==> src/rtl/rx_commit_uart_tx.sv <==
// Commit-gated payload buffer feeding an 8N1 UART transmitter with a 16x-baud tick generator.
// Build option: define RX_COMMIT_PARITY_EN to insert an even-parity bit between data and stop.
module rx_commit_uart_tx #(
    parameter int unsigned DATA_W   = 8,
    parameter int unsigned DEPTH    = 64,
    parameter int unsigned BAUD_DIV = 55
) (
    input  logic              i_clk,
    input  logic              i_rst_n,
    input  logic [DATA_W-1:0] i_pyld_data,
    input  logic              i_pyld_valid,
    output logic              o_pyld_ready,
    input  logic              i_crc_err,
    input  logic              i_crc_err_valid,
    output logic              o_uart_tx,
    output logic              o_busy,
    output logic [7:0]        o_drop_cnt,
    output logic              o_overflow
);

    localparam int unsigned AW  = $clog2(DEPTH);
    localparam int unsigned PW  = AW + 1;
    localparam int unsigned BDW = (BAUD_DIV > 1) ? $clog2(BAUD_DIV) : 1;
    localparam int unsigned BIW = (DATA_W > 1) ? $clog2(DATA_W) : 1;

    localparam logic [BDW-1:0] BaudLast = BDW'(BAUD_DIV - 1);
    localparam logic [BIW-1:0] BitLast  = BIW'(DATA_W - 1);
    localparam logic [PW-1:0]  DepthVal = PW'(DEPTH);

`ifdef RX_COMMIT_PARITY_EN
    typedef enum logic [2:0] {
        StIdle,
        StStart,
        StData,
        StParity,
        StStop
    } uart_state_e;
`else
    typedef enum logic [1:0] {
        StIdle,
        StStart,
        StData,
        StStop
    } uart_state_e;
`endif

    // ------------------------------------------------------------------
    // State
    // ------------------------------------------------------------------
    logic [DATA_W-1:0] buf_mem [DEPTH];

    logic [PW-1:0]     wr_ptr_q, wr_ptr_d;
    logic [PW-1:0]     cmt_ptr_q, cmt_ptr_d;
    logic [PW-1:0]     rd_ptr_q, rd_ptr_d;
    logic              discard_q, discard_d;
    logic              overflow_q, overflow_d;
    logic [7:0]        drop_q, drop_d;

    logic [BDW-1:0]    baud_cnt_q, baud_cnt_d;

    uart_state_e       state_q, state_d;
    logic [DATA_W-1:0] shift_q, shift_d;
    logic [3:0]        sub_q, sub_d;
    logic [BIW-1:0]    bit_q, bit_d;
    logic              tx_q, tx_d;
`ifdef RX_COMMIT_PARITY_EN
    logic              par_q, par_d;
`endif

    logic [PW-1:0]     used;
    logic              full;
    logic              ovf_trig;
    logic              discard_now;
    logic              wr_en;
    logic              tick;
    logic              bit_end;

    // ------------------------------------------------------------------
    // Baud tick
    // ------------------------------------------------------------------
    always_comb begin
        tick       = (baud_cnt_q == BaudLast);
        baud_cnt_d = tick ? '0 : baud_cnt_q + BDW'(1);
    end

    // ------------------------------------------------------------------
    // Buffer pointers, commit / rollback, overflow
    // ------------------------------------------------------------------
    always_comb begin
        used        = wr_ptr_q - rd_ptr_q;
        full        = (used == DepthVal);
        // An all-uncommitted full buffer can never drain, so the frame must be dropped.
        ovf_trig    = full && (cmt_ptr_q == rd_ptr_q) && !discard_q;
        discard_now = discard_q | ovf_trig;

        o_pyld_ready = !full | discard_now;
        wr_en        = i_pyld_valid & o_pyld_ready & !discard_now;

        wr_ptr_d   = wr_ptr_q + PW'(wr_en);
        cmt_ptr_d  = cmt_ptr_q;
        discard_d  = discard_q;
        overflow_d = overflow_q;
        drop_d     = drop_q;

        if (ovf_trig) begin
            overflow_d = 1'b1;
            discard_d  = 1'b1;
            wr_ptr_d   = cmt_ptr_q;
        end

        if (i_crc_err_valid) begin
            if (discard_now) begin
                discard_d = 1'b0;
                drop_d    = (drop_q == 8'hFF) ? drop_q : drop_q + 8'd1;
            end else if (i_crc_err) begin
                wr_ptr_d = cmt_ptr_q;
                drop_d   = (drop_q == 8'hFF) ? drop_q : drop_q + 8'd1;
            end else begin
                cmt_ptr_d = wr_ptr_d;
            end
        end
    end

    always_ff @(posedge i_clk) begin
        if (wr_en) begin
            buf_mem[wr_ptr_q[AW-1:0]] <= i_pyld_data;
        end
    end

    // ------------------------------------------------------------------
    // UART transmitter
    // ------------------------------------------------------------------
    assign bit_end = tick && (sub_q == 4'hF);

    always_comb begin
        state_d  = state_q;
        shift_d  = shift_q;
        sub_d    = sub_q;
        bit_d    = bit_q;
        rd_ptr_d = rd_ptr_q;
        tx_d     = 1'b1;
`ifdef RX_COMMIT_PARITY_EN
        par_d    = par_q;
`endif

        if (state_q != StIdle && tick) begin
            sub_d = sub_q + 4'd1;
        end

        unique case (state_q)
            StIdle: begin
                if (rd_ptr_q != cmt_ptr_q) begin
                    shift_d  = buf_mem[rd_ptr_q[AW-1:0]];
`ifdef RX_COMMIT_PARITY_EN
                    par_d    = ^buf_mem[rd_ptr_q[AW-1:0]];
`endif
                    rd_ptr_d = rd_ptr_q + PW'(1);
                    sub_d    = '0;
                    state_d  = StStart;
                end
            end
            StStart: begin
                if (bit_end) begin
                    bit_d   = '0;
                    state_d = StData;
                end
            end
            StData: begin
                if (bit_end) begin
                    if (bit_q == BitLast) begin
`ifdef RX_COMMIT_PARITY_EN
                        state_d = StParity;
`else
                        state_d = StStop;
`endif
                    end else begin
                        bit_d   = bit_q + BIW'(1);
                        shift_d = shift_q >> 1;
                    end
                end
            end
`ifdef RX_COMMIT_PARITY_EN
            StParity: begin
                if (bit_end) begin
                    state_d = StStop;
                end
            end
`endif
            StStop: begin
                if (bit_end) begin
                    state_d = StIdle;
                end
            end
            default: state_d = StIdle;
        endcase

        // Line level is registered from the next state so the pin never glitches.
        unique case (state_d)
            StStart:  tx_d = 1'b0;
            StData:   tx_d = shift_d[0];
`ifdef RX_COMMIT_PARITY_EN
            StParity: tx_d = par_d;
`endif
            default:  tx_d = 1'b1;
        endcase
    end

    // ------------------------------------------------------------------
    // Registers
    // ------------------------------------------------------------------
    always_ff @(posedge i_clk or negedge i_rst_n) begin
        if (!i_rst_n) begin
            wr_ptr_q   <= '0;
            cmt_ptr_q  <= '0;
            rd_ptr_q   <= '0;
            discard_q  <= 1'b0;
            overflow_q <= 1'b0;
            drop_q     <= '0;
            baud_cnt_q <= '0;
            state_q    <= StIdle;
            shift_q    <= '0;
            sub_q      <= '0;
            bit_q      <= '0;
            tx_q       <= 1'b1;
`ifdef RX_COMMIT_PARITY_EN
            par_q      <= 1'b0;
`endif
        end else begin
            wr_ptr_q   <= wr_ptr_d;
            cmt_ptr_q  <= cmt_ptr_d;
            rd_ptr_q   <= rd_ptr_d;
            discard_q  <= discard_d;
            overflow_q <= overflow_d;
            drop_q     <= drop_d;
            baud_cnt_q <= baud_cnt_d;
            state_q    <= state_d;
            shift_q    <= shift_d;
            sub_q      <= sub_d;
            bit_q      <= bit_d;
            tx_q       <= tx_d;
`ifdef RX_COMMIT_PARITY_EN
            par_q      <= par_d;
`endif
        end
    end

    assign o_uart_tx  = tx_q;
    assign o_busy     = (state_q != StIdle) || (rd_ptr_q != cmt_ptr_q);
    assign o_drop_cnt = drop_q;
    assign o_overflow = overflow_q;

    // ------------------------------------------------------------------
    // Pointer ordering invariants: rd <= cmt <= wr, occupancy <= DEPTH
    // ------------------------------------------------------------------
    a_occupancy: assert property (@(posedge i_clk) disable iff (!i_rst_n)
        (wr_ptr_q - rd_ptr_q) <= DepthVal);
    a_cmt_order: assert property (@(posedge i_clk) disable iff (!i_rst_n)
        (PW'(cmt_ptr_q - rd_ptr_q)) <= (PW'(wr_ptr_q - rd_ptr_q)));

endmodule

==> config.mk <==
export PLATFORM = sky130hd
export DESIGN_NAME = rx_commit_uart_tx
export DESIGN_NICKNAME = d
export VERILOG_FILES = /design/src/rtl/rx_commit_uart_tx.sv
export SDC_FILE = /design/constraint.sdc
export NUM_CORES = 1
export LEC_CHECK = 0
export CORE_ASPECT_RATIO = 0.9
export CORE_MARGIN = 3
export CORE_UTILIZATION = 55
export CTS_CLUSTER_SIZE = 12
export DETAILED_ROUTE_END_ITERATION = 7
export PLACE_DENSITY = 0.86
export SLEW_MARGIN = 20
export SYNTH_ARGS = -nofsm -noshare
export SYNTH_HDL_FRONTEND = slang
export SYNTH_SLANG_ARGS = --single-unit
==> constraint.sdc <==
create_clock -name i_clk -period 3.7 [get_ports i_clk]
set_clock_uncertainty 0.2 [all_clocks]
set_input_delay 0.555 -clock i_clk [delete_from_list [all_inputs] [get_ports i_clk]]
set_output_delay 0.555 -clock i_clk [all_outputs]
set_load 0.005 [all_outputs]
# Word-level counts from Yosys, hierarchy flattened
# Memory sizes are Yosys's and may differ from the RTL's.
# Cells that the tools add are included.
dict set report classes {
  n_addsub 7
  reduce_logical 18
  n_mux 31
  n_eq_ne 16
  n_bitwise 5
}
# operator n
set op_table {}
lappend op_table {{$mux 8} 6}
lappend op_table {{$mux 7} 4}
lappend op_table {{$pmux 8 s2} 1}
lappend op_table {{$mux 4} 3}
lappend op_table {{$mux 2} 5}
lappend op_table {{$mux 3} 3}
lappend op_table {{$add 8x1->8 const B} 1}
lappend op_table {{$eq 8x8->1 const B} 1}
lappend op_table {{$ne 2x2->1 const B} 4}
lappend op_table {{$pmux 2 s4} 1}
lappend op_table {{$reduce_and 4->1} 2}
lappend op_table {{$reduce_bool 2->1} 4}
lappend op_table {{$add 7x1->7} 1}
lappend op_table {{$add 7x1->7 const B} 1}
lappend op_table {{$eq 7x7->1} 1}
lappend op_table {{$eq 7x7->1 const B} 1}
lappend op_table {{$ne 7x7->1} 1}
lappend op_table {{$sub 7x7->7} 1}
lappend op_table {{$add 6x1->6 const B} 1}
lappend op_table {{$eq 2x2->1 const B} 3}
lappend op_table {{$eq 6x6->1 const B} 1}
lappend op_table {{$mux 6} 1}
lappend op_table {{$pmux 3 s2} 1}
lappend op_table {{$reduce_and 2->1} 3}
lappend op_table {{14 further kinds} 26}
dict set report totals {
  mem_count 1
  reg_bits 55
  ram_bits 512
  output_inout_bits 12
  word_cells 91
  inputBits 13
}
# name words width read_ports rd_ports_with_merged_regs write_ports line
set mem_list {}
lappend mem_list {buf_mem 64 8 1 0 1 50} ;# logic [DATA_W-1:0] buf_mem [DEPTH];

# Depth between registers and ports, before layout
# Gate-level depths: netlist (run 1).
dict set report depth {
  depth_word 13
  ltp_mapped 16
}

# Least setup slack after synthesis (run 1)
# No wires, ideal clock.
dict set report synth_path {
  path_kind {flip-flop to flip-flop}
  start {register rd_ptr_q[4]}
  end {register cmt_ptr_q[6]}
  path_slack_ns -0.240
  required_ns 3.375
  n_path_buf 2
  stages_incl_launch_ff 16
  arrival_time_ns 3.615
  path_cell_list {dfrtp_1 -> clkinv_1 -> buf_1 -> clkbuf_1 -> ha_1 -> xnor2_1 -> nand4b_1 -> a211oi_1 -> o21ai_1 -> and2_1 -> ha_1 -> ha_1 -> nand3_1 -> nor2_1 -> xor2_1 -> mux2_2}
}
dict set report synth_between {
  elab_chain_cells 11
  word_cells_on_any_way 16
  classes_between {2 x add/sub; 2 x eq/ne; 2 x mux; 5 x bitwise; 5 x reduce/logical}
}
# element line
set synth_rtl {}
lappend synth_rtl {{from (decl)} 54} ;# logic [PW-1:0] rd_ptr_q, rd_ptr_d;
lappend synth_rtl {{from (signal assigned)} 231} ;# rd_ptr_q <= rd_ptr_d;
lappend synth_rtl {{$sub 7x7->7} 90} ;# used = wr_ptr_q - rd_ptr_q;
lappend synth_rtl {{$eq 7x7->1} 91} ;# full = (used == DepthVal);
lappend synth_rtl {{$logic_and 1x1->1 (2 in series)} 93} ;# ovf_trig = full && (cmt_ptr_q == rd_ptr_q) && !discard_q;
lappend synth_rtl {{$or 1x1->1} 94} ;# discard_now = discard_q | ovf_trig;
lappend synth_rtl {{$or 1x1->1} 96} ;# o_pyld_ready = !full | discard_now;
lappend synth_rtl {{$and 1x1->1 (2 in series)} 97} ;# wr_en = i_pyld_valid & o_pyld_ready & !discard_now;
lappend synth_rtl {{$add 7x1->7} 99} ;# wr_ptr_d = wr_ptr_q + PW'(wr_en);
lappend synth_rtl {{$mux 7} 105} ;# if (ovf_trig) begin
lappend synth_rtl {{$mux 7} --}
lappend synth_rtl {{to (signal assigned)} 230} ;# cmt_ptr_q <= cmt_ptr_d;
lappend synth_rtl {{to (decl)} 53} ;# logic [PW-1:0] cmt_ptr_q, cmt_ptr_d;
# Parallel ways exist; a longest one is shown, timed or not.
# A chain may end at the register's enable or synchronous reset.

# Final worst setup path (run 1)
dict set report layout_path {
  start {register rd_ptr_q[1]}
  end {output o_pyld_ready}
}
dict set report layout_between {
  elab_chain_cells 6
  word_cells_on_any_way 8
  classes_between {1 x add/sub; 2 x eq/ne; 2 x bitwise; 3 x reduce/logical}
}
# element line
set layout_rtl {}
lappend layout_rtl {{$sub 7x7->7} 90}
lappend layout_rtl {{$eq 7x7->1} 91}
lappend layout_rtl {{$logic_and 1x1->1 (2 in series)} 93}
lappend layout_rtl {{$or 1x1->1} 94}
lappend layout_rtl {{$or 1x1->1 (*)} 96}
lappend layout_rtl {{to (decl)} 12} ;# output logic o_pyld_ready,
# Every way passes the cells marked *; elsewhere a longest branch is shown, timed or not.

==> reports/qor.txt, run 1 <==
=====================================================================================================
Ports placed on the boundary ...........................................................           25
Reg-to-reg critical path startpoint .................................................... rd_ptr_q[0]$_DFFE_PN0P_
H-tree level count .....................................................................            2
Hold depth .............................................................................            1
Summed instance area of the synthesized netlist ........................................   22700 um^2
Worst min path class ...................................................................   reg -> reg
Synth-to-layout area growth ............................................................        13.2%
Count of antenna diodes in the layout ..................................................            0
Number of maximum-capacitance constraint violations ....................................            0
Drt drc ................................................................................            0
FFs w/ async S/R, synth ................................................................       0.0970
Critical-path maximum fanout ...........................................................            3
Global-route usage over all layers .....................................................        0.240
Fraction of the cycle the final worst path needs .......................................        0.973
Wire length of the first global-routing pass ...........................................     77000 um
Largest voltage drop on the vdd net ....................................................     0.748 mV
Routed len/inst ........................................................................      27.9 um
Worst R2R End .......................................................................... shift_q[2]$_DFFE_PN0P_
Post-synthesis cell type count .........................................................           52
Ratio of total power to cell area ......................................................  647 nW/um^2
Worst slew slack as a fraction of its limit ............................................        0.409
Setup violation total in the final timing report .......................................            0
Post-synthesis compound-gate area fraction .............................................       0.0166
Per-instance average area after synthesis ..............................................    20.0 um^2
Endpoint class of the critical path .................................................... primary output
Synth Area in XOR/XNOR .................................................................       0.0139
Worst Setup Slack, final ...............................................................     0.101 ns
Clock Pin Slew Worst Setup and Hold Paths ..............................................      0.07 ns
Post-synth EDFFs .......................................................................          512
Floorplan die area .....................................................................   43800 um^2
Number of detailed-route iterations in the first pass ..................................            7
Clock Sinks ............................................................................          567
Count of buffers inserted at the top-level ports .......................................           24
Required @ worst endpoint ..............................................................      2.94 ns
Sw frac ................................................................................        0.279
Fraction of the core area covered by cells at the end of the flow ......................        0.632
Worst Max-Slew Pin Slew ................................................................     0.887 ns
Global placement routability congestion ................................................        0.876
Combinational family with the most area after synthesis ................................ multiplexers
Initial cell density of the core .......................................................        0.558
Kind of critical path ..................................................................   reg -> out
Post-synthesis share of cell area spent on full adders, half adders and majority gates .      0.00826
Synth top area cells ................................................................... sky130_fd_sc_hd__edfxtp_1 68%, sky130_fd_sc_hd__mux4_2 15%, sky130_fd_sc_hd__dfrtp_1 5.9%, sky130_fd_sc_hd__nor2_1 1.4%, sky130_fd_sc_hd__xor2_1 0.89%
Count of cells along the worst register-to-register path ...............................            6
Hold wc startpoint ..................................................................... o_drop_cnt[4]$_DFFE_PN0P_
Share of cells above drive strength 1 ..................................................        0.275
Commonest non-fill, non-tap cell in the layout ......................................... sky130_fd_sc_hd__edfxtp_1
Register area share after synthesis ....................................................        0.737
Warnings from Yosys ....................................................................            0
DIE WIDTH ..............................................................................       220 um
Pin count of the biggest net entering global routing ...................................           86
Yosys top cell area share ..............................................................        0.677
DP Wirelength ..........................................................................     30100 um
Register share of total power ..........................................................        0.453
Prevailing post-synth register cell .................................................... sky130_fd_sc_hd__edfxtp_1
Number of global-route vias before repair ..............................................        12000
Skew-Pair Late Insertion Delay .........................................................      0.61 ns
Sw power ...............................................................................      4.65 mW
Leakage power total ....................................................................      8.53 nW
Max Slew Vio Count .....................................................................            0
Cell internal pwr ......................................................................      12.0 mW
Via count ..............................................................................        11800
Final number of hold-violating endpoints ...............................................            0
Syn nets ...............................................................................         1165
Leading cell types in the layout, fill and taps excluded ............................... 512 x sky130_fd_sc_hd__edfxtp_1, 156 x sky130_fd_sc_hd__mux4_2, 101 x sky130_fd_sc_hd__buf_4
Post-route setup TNS ...................................................................         0 ns
Worst setup timing slack at the placement stage ........................................     0.350 ns
Critical path startpoint category ......................................................     register
Most area-hungry cell type in the Yosys netlist ........................................ sky130_fd_sc_hd__edfxtp_1
Violation count after the first detailed-route iteration ...............................         1496
Status .................................................................................    completed
Proportion of power drawn by combinational gates .......................................        0.249
Data arrival time at the worst-slack endpoint ..........................................      2.84 ns
Clock share of power ...................................................................        0.298
Reg-to-reg slack, setup ................................................................      0.38 ns
Die Height .............................................................................       199 um
Average via count per standard cell ....................................................         6.45
Post-detailed-route count of antenna-violating nets ....................................            0
Nets ...................................................................................         1288
Unrepaired setup endpoints after global routing ........................................           no
Number of register bits inferred by synthesis ..........................................          567
Aggregate routed wire length ...........................................................     51000 um
Endpoint of the worst hold path ........................................................ o_drop_cnt[4]$_DFFE_PN0P_
Clock tree buffer depth ................................................................            3
Share of cell area taken by muxes after synthesis ......................................        0.166
# rows .................................................................................           70
Root cell of the clock tree ............................................................ sky130_fd_sc_hd__clkbuf_16
Peak clock frequency supported by timing ...............................................      278 MHz
Initial antenna violation count ........................................................            0
Total CTS buffers ......................................................................           54
Synthesized instance count .............................................................         1137
Core region area .......................................................................   40700 um^2
Clock tree from TritonCTS ..............................................................          yes
Synthesized-area fraction occupied by and/or/nand/nor cells ............................       0.0446
Final period demand of the worst path ..................................................      3.60 ns
Total congestion overflow after global routing .........................................            0
=====================================================================================================
-- worst max-delay path, cell delays in order (launching register included) --
cell and delay (ns):
sky130_fd_sc_hd__dfrtp_4 0.50, sky130_fd_sc_hd__inv_2 0.07, sky130_fd_sc_hd__ha_1 0.23, sky130_fd_sc_hd__nand3b_1 0.16
sky130_fd_sc_hd__nand4b_1 0.17, sky130_fd_sc_hd__a211oi_4 0.34, sky130_fd_sc_hd__o21ai_4 0.09, sky130_fd_sc_hd__nor2_1 0.15
sky130_fd_sc_hd__nand2_1 0.09, sky130_fd_sc_hd__clkdlybuf4s50_1 0.44
-- worst max path at each step --
| stage | startpoint | endpoint | slack (ns) | cells after the start |
|---|---|---|---|---|
| final | rd_ptr_q[1]$_DFFE_PN0P_ | o_pyld_ready | 0.10 | 9 |
| after global routing | rd_ptr_q[1]$_DFFE_PN0P_ | o_pyld_ready | 0.006 | 9 |
| after CTS | wr_ptr_q[2]$_DFF_PN0_ | o_pyld_ready | 0.05 | 8 |
| after detailed placement | wr_ptr_q[2]$_DFF_PN0_ | wr_ptr_q[6]$_DFF_PN0_ | 0.35 | 12 |
| after global placement | wr_ptr_q[2]$_DFF_PN0_ | wr_ptr_q[6]$_DFF_PN0_ | 0.39 | 12 |
| after floorplan | rd_ptr_q[4]$_DFFE_PN0P_ | cmt_ptr_q[6]$_DFFE_PN0P_ | 0.05 | 15 |
-- stage by stage --
| stage | instances | power, mW | cell area, um^2 | hold slack, ns |
|---|---|---|---|---|
| 2_1_floorplan | 1137 | 10.4 | 22700 | 0.0594 |
| 3_3_place_gp | 1741 | 11.5 | 24100 | 0.259 |
| 3_5_place_dp | 1741 | 11.6 | 24100 | 0.264 |
| 4_1_cts | 1828 | 16.6 | 25700 | 0.281 |
| 5_1_grt | 1829 | 17.2 | 25700 | 0.294 |
| 6_report | 1829 | 16.7 | 25700 | 0.280 |
-- state kept, by name, summed over array words and instances, names as in the netlist --
name and cells:
cmt_ptr_q 7, sub_q 4, o_overflow 1, state_q 2, o_drop_cnt 8, discard_q 1, buf_mem 512, wr_ptr_q 7
shift_q 8, o_uart_tx 1, rd_ptr_q 7, baud_cnt_q 6, bit_q 3
-- repair_timing --
item / 4_1_cts / 5_1_grt
hold buffers: 1 / 0
setup buffers: 1 / 1
hold endpoints to repair: 46 / 0
pin swaps: 2 / 2
setup endpoints to repair: 1 / 2
gates resized for setup: 7 / 4
-- synth_stat cells (all sizes together) (9+ instances only) --
| library cell | number |
|---|---|
| mux2 | 15 |
| mux4 | 156 |
| dfrtp | 54 |
| mux2i | 9 |
| buf | 27 |
| o21ai | 19 |
| inv | 11 |
| xnor2 | 13 |
| nand4 | 13 |
| edfxtp | 512 |
| xor2 | 23 |
| ha | 15 |
| nor2 | 85 |
| nand2 | 52 |
| clkbuf | 27 |
| nand3 | 20 |
-- cell families (layout without fill, tap and decap cells) --
kind of cell | after synthesis | after routing
AOI/OAI and AO/OA | 56 | 56
buffers and inverters | 66 | 218
xor gates and xnor gates | 36 | 36
and+or+nand+nor | 217 | 217
muxes | 180 | 180
adders and majority gates | 15 | 15
DFF | 567 | 567
-- layout make-up --
cell class	instances	area [um^2]
Clock inverter	6	71.3
Multi-Input combinational cell	504	5740
Sequential cell	567	16800
Fill cell	2593	15000
Inverter	12	45.0
Clock buffer	79	1460
Tap cell	540	676
Timing Repair Buffer	121	983
-- per-layer routing --
layer	vias up	part of all wire	global-route usage
li1	4849	-	-
met1	6090	0.38	0.338
met2	717	0.48	0.381
met3	136	0.10	0.0519
met4	0	0.036	0.0837
met5	-	0	0
-- power groups by stage --
stage | Sequential, mW | Clock (mW) | Combinational (mW)
final | 7.54 | 4.96 | 4.15
after global routing | 7.57 | 5.24 | 4.39
after CTS | 7.54 | 5.02 | 4.09
after detailed placement | 7.66 | 0 | 3.96
after global placement | 7.64 | 0 | 3.89
after floorplan | 7.58 | 0 | 2.82
Note: power is estimated with default switching activity, not from simulation.
==> run 2, diff against run 1 <==
GPL_TIMING_DRIVEN = 1   (was not set)
REMOVE_ABC_BUFFERS = 1   (was not set)
SETUP_SLACK_MARGIN = 0.3   (was not set)
==> run 2 against run 1 <==
Effect of this change:
- non-clock buffer count increased by 19
- register-to-register slack got worse by 0.11 ns
- worst setup slack improved by 0.15 ns
- sequential share of layout area decreased by 0.56 points
- critical endpoint unchanged
- largest cell class unchanged
- largest power group unchanged
- highest routed layer is now met5
==> reports/qor.txt, run 2 (same netlist as run 1, synthesis figures left out) <==
================================================================================
DR WL met2 ........................................................     26300 um
Highest routed metal layer ........................................         met5
Fraction of the cycle the final worst path needs ..................        0.933
Worst min path class ..............................................   reg -> reg
Data arrival time at the worst-slack endpoint .....................      2.70 ns
Total CTS buffers .................................................           54
Global placement routability congestion ...........................        0.900
# rows ............................................................           70
Clock tree buffer depth ...........................................            3
Ports placed on the boundary ......................................           25
Synth-to-layout area growth .......................................        14.2%
Average via count per standard cell ...............................         6.72
Clock Sinks .......................................................          567
Wire length of the first global-routing pass ......................     82600 um
Largest register FFs ..............................................          512
Buffering stage count on the worst path with inverters included ...            2
Kind of critical path .............................................   reg -> out
Skew-Pair Late Insertion Delay ....................................      0.59 ns
Worst slew slack as a fraction of its limit .......................        0.294
Peak clock frequency supported by timing ..........................      290 MHz
Count of antenna diodes in the layout .............................            0
Drt drc ...........................................................            0
Largest delay contributor family on the critical path ............. simple AND/OR/NAND/NOR gates
Pin count of the biggest net entering global routing ..............           84
Status ............................................................    completed
Leading cell types in the layout, fill and taps excluded .......... 512 x sky130_fd_sc_hd__edfxtp_1, 156 x sky130_fd_sc_hd__mux4_2, 116 x sky130_fd_sc_hd__buf_4
Setup violation total in the final timing report ..................            0
H-tree level count ................................................            2
Number of detailed-route iterations in the first pass .............            8
Endpoint class of the critical path ............................... primary output
Unrepaired setup endpoints after global routing ...................          yes
Cells along the critical path ..................................... inv_4 -> ha_4 -> nand3b_1 -> nand4b_1 -> a211oi_4 -> o21ai_4 -> nor2_4 -> nand2_1 -> clkdlybuf4s15_1
Fraction of the core area covered by cells at the end of the flow .        0.637
Leakage power total ...............................................      8.62 nW
Commonest non-fill, non-tap cell in the layout .................... sky130_fd_sc_hd__edfxtp_1
Initial antenna violation count ...................................            4
Clock Pin Slew Worst Setup and Hold Paths .........................      0.06 ns
Floorplan die area ................................................   43800 um^2
Critical path startpoint category .................................     register
Clock tree from TritonCTS .........................................          yes
Worst setup timing slack at the placement stage ...................     0.286 ns
Worst Setup Slack, final ..........................................     0.247 ns
Number of maximum-capacitance constraint violations ...............            0
Highest-delay cell along the critical path ........................ sky130_fd_sc_hd__dfrtp_4
Design Power ......................................................      17.1 mW
Post-route setup TNS ..............................................         0 ns
Count of buffers inserted at the top-level ports ..................           24
DP Wirelength .....................................................     30400 um
Ratio of total power to cell area .................................  660 nW/um^2
Largest voltage drop on the vdd net ...............................     0.434 mV
Total of fill cells in the finished design ........................         2531
Total length of routed met3 wires .................................      7290 um
Total congestion overflow after global routing ....................            0
Max Slew Vio Count ................................................            0
Share of cells above drive strength 1 .............................        0.300
Required @ worst endpoint .........................................      2.94 ns
Root cell of the clock tree ....................................... sky130_fd_sc_hd__clkbuf_16
Global-route usage over all layers ................................        0.257
Worst Max-Slew Pin Slew ...........................................      1.06 ns
Final number of hold-violating endpoints ..........................            0
Final period demand of the worst path .............................      3.45 ns
Critical-path maximum fanout ......................................            3
Die Height ........................................................       199 um
Initial cell density of the core ..................................        0.558
Violation count after the first detailed-route iteration ..........         2119
Nets ..............................................................         1307
Largest incremental delay on the critical path ....................      0.50 ns
Routed len/inst ...................................................      30.4 um
Aggregate routed wire length ......................................     56100 um
WL met1 ...........................................................     20000 um
Core region area ..................................................   40700 um^2
Via count .........................................................        12400
Post-detailed-route count of antenna-violating nets ...............            0
DIE WIDTH .........................................................       220 um
Number of global-route vias before repair .........................        12500
================================================================================
run 2: cell types whose count changed in the layout (fill, tap and decap cells not counted), sizes merged:
cell and change:
clkdlybuf4s50 -1, clkinv -1, clkbuf -1, clkdlybuf4s15 +1, inv -1, buf +19
run 2: through the flow:
stage	cell area (um^2)	cells	hold WS, ns
2_1_floorplan	22500	1083	0.0594
3_3_place_gp	24100	1744	0.275
3_5_place_dp	24100	1744	0.278
4_1_cts	25800	1838	0.290
5_1_grt	26000	1845	0.302
6_report	26000	1845	0.290
run 2: metal layers:
metal,global-route usage,up-vias
met5,0,-
met3,0.0645,221
li1,-,4880
met2,0.398,1031
met1,0.366,6258
met4,0.0873,6
run 2: repair_timing:
action,4_1_cts,5_1_grt
setup endpoints to repair,57,32
pin swaps,7,6
buffers inserted,11,7
gates resized for setup,20,17
hold buffers,1,0
hold endpoints to repair,35,0
run 2: cell type report:
| class | count | area (um^2) | share of cell area |
|---|---|---|---|
| Inverter | 12 | 47.5 | 0.00183 |
| Tap cell | 540 | 676 | 0.0260 |
| Multi-Input combinational cell | 504 | 5810 | 0.224 |
| Clock buffer | 78 | 1490 | 0.0575 |
| Timing Repair Buffer | 140 | 1140 | 0.0441 |
| Clock inverter | 4 | 23.8 | 0.000916 |
| Sequential cell | 567 | 16800 | 0.646 |
run 2: worst paths after layout:
kind                                            from                   endpoint  slack, ns  cells past startpoint
max reg2reg                  rd_ptr_q[4]$_DFFE_PN0P_   buf_mem[27][1]$_DFFE_PP_       0.27                     11
min reg2reg                o_drop_cnt[4]$_DFFE_PN0P_  o_drop_cnt[4]$_DFFE_PN0P_       0.29                      1
max in group asynchronous                    i_rst_n       state_q[0]$_DFF_PN0_       2.05                      3
min in group asynchronous                    i_rst_n    rd_ptr_q[1]$_DFFE_PN0P_       0.45                      2
min                        o_drop_cnt[4]$_DFFE_PN0P_  o_drop_cnt[4]$_DFFE_PN0P_       0.29                      1
max                          rd_ptr_q[1]$_DFFE_PN0P_               o_pyld_ready       0.25                      9
run 2: report_power, final:
| part | internal (mW) | switching [mW] | total, mW |
|---|---|---|---|
| clock | 2.76 | 2.24 | 5.00 |
| sequential | 7.33 | 0.235 | 7.56 |
| combinational | 2.14 | 2.42 | 4.56 |
==> run 3, diff against run 2 <==
CAP_MARGIN = 5   (was not set)
CELL_PAD_IN_SITES_DETAIL_PLACEMENT = 0   (was not set)
CELL_PAD_IN_SITES_GLOBAL_PLACEMENT = 2   (was not set)
CORE_UTILIZATION = 45   (was 55)
HOLD_SLACK_MARGIN = 0.02   (was not set)
PLACE_DENSITY = 0.88   (was 0.86)
==> run 3 against run 2 <==
Effect of this change:
- register-to-register slack gained 0.21 ns
- global-route usage down 6.3 points
- largest power group unchanged
- total power down 1.2%
- combinational power decreased by 7.0%
- final cell count rose by 7.4%
- worst setup slack better by 0.16 ns
- flip-flop and latch count did not move
- first-iteration DRC count is 47% lower
- non-clock buffer count shrank 1
- routed wire length is 10% lower
- sequential share of layout area decreased by 0.55 points
==> reports/qor.txt, run 3 (same netlist as run 1, synthesis figures left out) <==
==============================================================================
Core region area ................................................   49500 um^2
Count of antenna diodes in the layout ...........................            0
Fraction of the cycle the final worst path needs ................        0.890
Ratio of total power to cell area ...............................  647 nW/um^2
Kind of critical path ...........................................   reg -> out
Largest voltage drop on the vdd net .............................     0.372 mV
Sw power ........................................................      4.64 mW
DR WL met2 ......................................................     22900 um
Count of buffers inserted at the top-level ports ................           24
DIE WIDTH .......................................................       243 um
Count of cells along the worst register-to-register path ........            7
Drt drc .........................................................            0
Total congestion overflow after global routing ..................            0
Ports placed on the boundary ....................................           25
Pin count of the biggest net entering global routing ............           65
# rows ..........................................................           77
Global placement routability congestion .........................        0.816
Highest-delay cell along the critical path ...................... sky130_fd_sc_hd__dfrtp_4
Worst slew slack as a fraction of its limit .....................        0.398
Wire length of the first global-routing pass ....................     76400 um
Number of global-route vias before repair .......................        11700
Nets ............................................................         1307
Total length of routed met3 wires ...............................      4720 um
WL met1 .........................................................     21700 um
Initial antenna violation count .................................            0
Floorplan die area ..............................................   53200 um^2
Clock Pin Slew Worst Setup and Hold Paths .......................      0.06 ns
Cells along the critical path ................................... buf_4 -> xor2_1 -> nor4_2 -> and2_4 -> nand2_1 -> clkdlybuf4s50_1
Final period demand of the worst path ...........................      3.29 ns
Reg area ........................................................   16800 um^2
Final number of hold-violating endpoints ........................            0
Die Height ......................................................       219 um
Skew-Pair Late Insertion Delay ..................................      0.63 ns
Endpoint class of the critical path ............................. primary output
Post-detailed-route count of antenna-violating nets .............            0
Clock share of power ............................................        0.305
Worst Max-Slew Pin Slew .........................................     0.894 ns
Total of fill cells in the finished design ......................         3826
Number of maximum-capacitance constraint violations .............            0
Total CTS buffers ...............................................           55
Clock tree from TritonCTS .......................................          yes
Data arrival time at the worst-slack endpoint ...................      2.54 ns
Required @ worst endpoint .......................................      2.94 ns
Cell internal pwr ...............................................      12.3 mW
Share of cells above drive strength 1 ...........................        0.292
Initial cell density of the core ................................        0.459
Critical path startpoint category ...............................     register
Highest routed metal layer ......................................         met4
Aggregate routed wire length ....................................     50500 um
Largest register FFs ............................................          512
Multi-input gate area ...........................................    5730 um^2
Leading cell types in the layout, fill and taps excluded ........ 512 x sky130_fd_sc_hd__edfxtp_1, 156 x sky130_fd_sc_hd__mux4_2, 116 x sky130_fd_sc_hd__buf_4
Unrepaired setup endpoints after global routing .................           no
DP Wirelength ...................................................     29700 um
Violation count after the first detailed-route iteration ........         1129
Hold depth ......................................................            1
Sw frac .........................................................        0.274
Register share of total power ...................................        0.445
H-tree level count ..............................................            2
Buffering stage count on the worst path with inverters included .            2
Reg-to-reg slack, setup .........................................      0.48 ns
Via count .......................................................        11500
Setup violation total in the final timing report ................            0
Global-route usage over all layers ..............................        0.195
Max Slew Vio Count ..............................................            0
Synth-to-layout area growth .....................................        15.2%
Proportion of power drawn by combinational gates ................        0.250
Commonest non-fill, non-tap cell in the layout .................. sky130_fd_sc_hd__edfxtp_1
CP Depth ........................................................            6
Worst min path class ............................................   reg -> reg
Average via count per standard cell .............................         5.79
Largest delay contributor family on the critical path ........... buffers and inverters
Design Power ....................................................      16.9 mW
Clock tree buffer depth .........................................            3
Critical-path maximum fanout ....................................            7
Peak clock frequency supported by timing ........................      304 MHz
Leakage power total .............................................      8.70 nW
Number of detailed-route iterations in the first pass ...........            5
Root cell of the clock tree ..................................... sky130_fd_sc_hd__clkbuf_16
Routed len/inst .................................................      25.5 um
Largest incremental delay on the critical path ..................      0.48 ns
Clock Sinks .....................................................          567
Status ..........................................................    completed
Final-layout worst hold slack ...................................     0.269 ns
==============================================================================
-- run 3: cell count changes in the layout (fill, tap and decap cells not counted), moves of 2 or more --
cell                        before  now
sky130_fd_sc_hd__ha_2            3    0
sky130_fd_sc_hd__inv_1           8   10
sky130_fd_sc_hd__ha_1           10   14
sky130_fd_sc_hd__buf_2           3    1
sky130_fd_sc_hd__a21oi_4         3    1
sky130_fd_sc_hd__nor2_1         82   84
sky130_fd_sc_hd__a21oi_2         0    2
sky130_fd_sc_hd__clkinv_1        1    3
sky130_fd_sc_hd__dfrtp_2         5    3
sky130_fd_sc_hd__dfrtp_1        47   49
sky130_fd_sc_hd__bufbuf_16       0    2
-- run 3: path summary, 6_finish.rpt --
path | from | end
max | rd_ptr_q[0]$_DFFE_PN0P_ | o_busy
min | o_overflow$_DFFE_PN0P_ | o_overflow$_DFFE_PN0P_
max reg2reg | rd_ptr_q[0]$_DFFE_PN0P_ | shift_q[3]$_DFFE_PN0P_
min reg2reg | o_overflow$_DFFE_PN0P_ | o_overflow$_DFFE_PN0P_
max in group asynchronous | i_rst_n | rd_ptr_q[1]$_DFFE_PN0P_
min in group asynchronous | i_rst_n | baud_cnt_q[2]$_DFF_PN0_
-- run 3: area by class of cell --
class / instances / area share
Clock inverter: 8 / 0.00296
Sequential cell: 567 / 0.640
Inverter: 12 / 0.00172
Clock buffer: 81 / 0.0586
Multi-Input combinational cell: 504 / 0.219
Tap cell: 671 / 0.0321
Timing Repair Buffer: 139 / 0.0452
-- run 3: through the flow --
step | TNS, ns | cells | util | setup WS (ns) | cell area, um^2
6_report | 0 | 1982 | 0.529 | 0.406 | 26200
5_1_grt | 0 | 1982 | 0.529 | 0.300 | 26200
4_1_cts | 0 | 1978 | 0.527 | 0.282 | 26100
3_5_place_dp | 0 | 1876 | 0.490 | 0.302 | 24300
3_3_place_gp | 0 | 1876 | 0.490 | 0.322 | 24300
2_1_floorplan | -2199.90 | 1083 | - | -4.12 | 22500
-- run 3: repair_timing --
item,4_1_cts,5_1_grt
resized for setup,15,7
setup endpoints to repair,4,2
gates cloned,2,0
hold buffers,1,0
pin swaps,7,6
hold endpoints to repair,31,0
setup buffers,10,4
-- run 3: routing by layer --
metal / global-route usage / up-vias
met5: 0 / -
li1: - / 4883
met2: 0.292 / 512
met3: 0.0464 / 80
met4: 0.0569 / 0
met1: 0.287 / 6001
-- run 3: power groups by stage --
stage | logic [mW] | clock network (mW) | registers (mW)
after floorplan | 2.27 | 0 | 7.98
after global placement | 3.90 | 0 | 7.67
after detailed placement | 3.93 | 0 | 7.69
after CTS | 4.21 | 5.28 | 7.53
after global routing | 4.54 | 5.51 | 7.56
final | 4.24 | 5.16 | 7.53
==> variant (settings of run 2) <==
Add a define of `RX_COMMIT_PARITY_EN`.
--- a/src/rtl/rx_commit_uart_tx.sv
+++ b/src/rtl/rx_commit_uart_tx.sv
@@ -1,5 +1,7 @@
 // Commit-gated payload buffer feeding an 8N1 UART transmitter with a 16x-baud tick generator.
 // Build option: define RX_COMMIT_PARITY_EN to insert an even-parity bit between data and stop.
+`define RX_COMMIT_PARITY_EN
+
 module rx_commit_uart_tx #(
     parameter int unsigned DATA_W   = 8,
     parameter int unsigned DEPTH    = 64,
Formal check against the unedited RTL: same outputs for any inputs over 4 cycles, from zero or initial values and one cycle with i_rst_n low; that may be too few to reach the edited logic, so the function may still have changed.
==> variant against run 2 <==
The flow now finishes with violations (negative setup slack). Power is 0.69% higher. Fmax shrank 7.5%. Setup slack got worse by 280 ps. Synthesized cell count rose by 8.3%. Sequential power about the same. Routed wire length rose by 0.58%. Synthesized area up 2.0%. Sequential cell count increased by 2. Cell area grew 1.5%. Critical path type unchanged. Largest cell class unchanged.
==> variant: results (changes against run 2) <==
Run status
  – Run status: finished with violations
  – Failing checks: negative setup slack

Critical path
  – Arrival time worst endpoint: 2980 ps (+280 ps)
  – Slowest stage cell, crit path: dfrtp_2
  – Worst path max stage delay: 480 ps (-20 ps)
  – Critical path startpoint: wr_ptr_q[0]

Worst hold path
  – Hold EP: buf_mem[62][5]
  – Worst hold start: i_pyld_data[5]
  – Worst Hold Class: in2reg

Layout
  – Share of layout cells above drive strength 1: 0.274 (-0.0266)
  – CLK BUF: 67 (-14%)
  – Clock-cell share of area: 0.0554 (-0.00297)
  – Post-layout util: 0.640 (+0.00292)
  – Non-filler cells, final: 1895 (+2.7%)
  – Final Instance Area: 26400 um^2 (+1.5%)

Synth
  – Synthesized area per cell: 18.8 um^2 (-5.8%)
  – Largest cells by area after synthesis: edfxtp_1 66%, mux4_2 8.7%, dfrtp_1 6.0%
  – Cell variety after synth: 67 (+29%)
  – Sequential-to-total area share from yosys stat: 0.725 (-0.0124)
  – Flops & latches, synth: 569 (+0.35%)
  – Most frequent cells after synthesis: 512 x edfxtp_1, 90 x mux4_2, 87 x nor2_1

Placed design
  – Dpl cell area: 24200 um^2 (+0.20%)
  – Post-DP HPWL: 31900 um (+5.1%)
  – Placed insts: 1796 (+3.0%)

Global routing
  – GR Util met3: 0.0570 (-0.00743)
  – Met1 Use GR: 0.349 (-0.0174)
  – Met2 Usage GRT: 0.363 (-0.0350)
  – Initial antenna violation count: 0 (-4)
  – First-pass GRT wire length: 80200 um (-2.9%)

Timing
  – Worst slew pin tran: 1330 ps (+269 ps)
  – Setup ws final: -34.8 ps (-282 ps)
  – Hold Slack: 281 ps (-9.15 ps)
  – Endpoints failing setup: 1 (+1)

Power
  – P_leak: 8.70 nW (+0.99%)
  – Int Pwr: 0.0122 W (-0.15%)
  – Seq pwr share: 0.440 (-0.002)

CTS
  – Post-CTS setup buffers: 8 (-3)

Routing
  – Top Metal Used: met4
  – Routed wl met2: 26700 um (+1.3%)
  – Met3 WL post-DR: 7010 um (-3.8%)
==> variant: cell count changes in the layout (fill, tap and decap cells not counted), moves of 10 or more <==
cell and delta:
a22oi_1 +11, buf_4 -51, mux2_4 +14, mux2i_1 +10, mux4_1 +23, mux4_2 -66
nor2_1 -40, nor2_2 +43, o22ai_1 +16
==> variant: stage by stage <==
step / setup WS, ps / TNS [ps] / total power (W)
final: -34.8 / -34.8 / 0.0172
after global routing: -78.9 / -307 / 0.0177
after CTS: 11.4 / 0 / 0.0166
after detailed placement: -28.0 / -28.0 / 0.0116
after global placement: -29.6 / -29.6 / 0.0115
after floorplan: -4270 / -2290420 / 0.0103
==> variant: cells by family after synthesis <==
kind of cell,share of synthesized area
flops,0.725
simple gates,0.0510
mux,0.139
compound gates,0.0389
buf+inv,0.0219
xor+xnor,0.0161
fa+ha+maj,0.00809
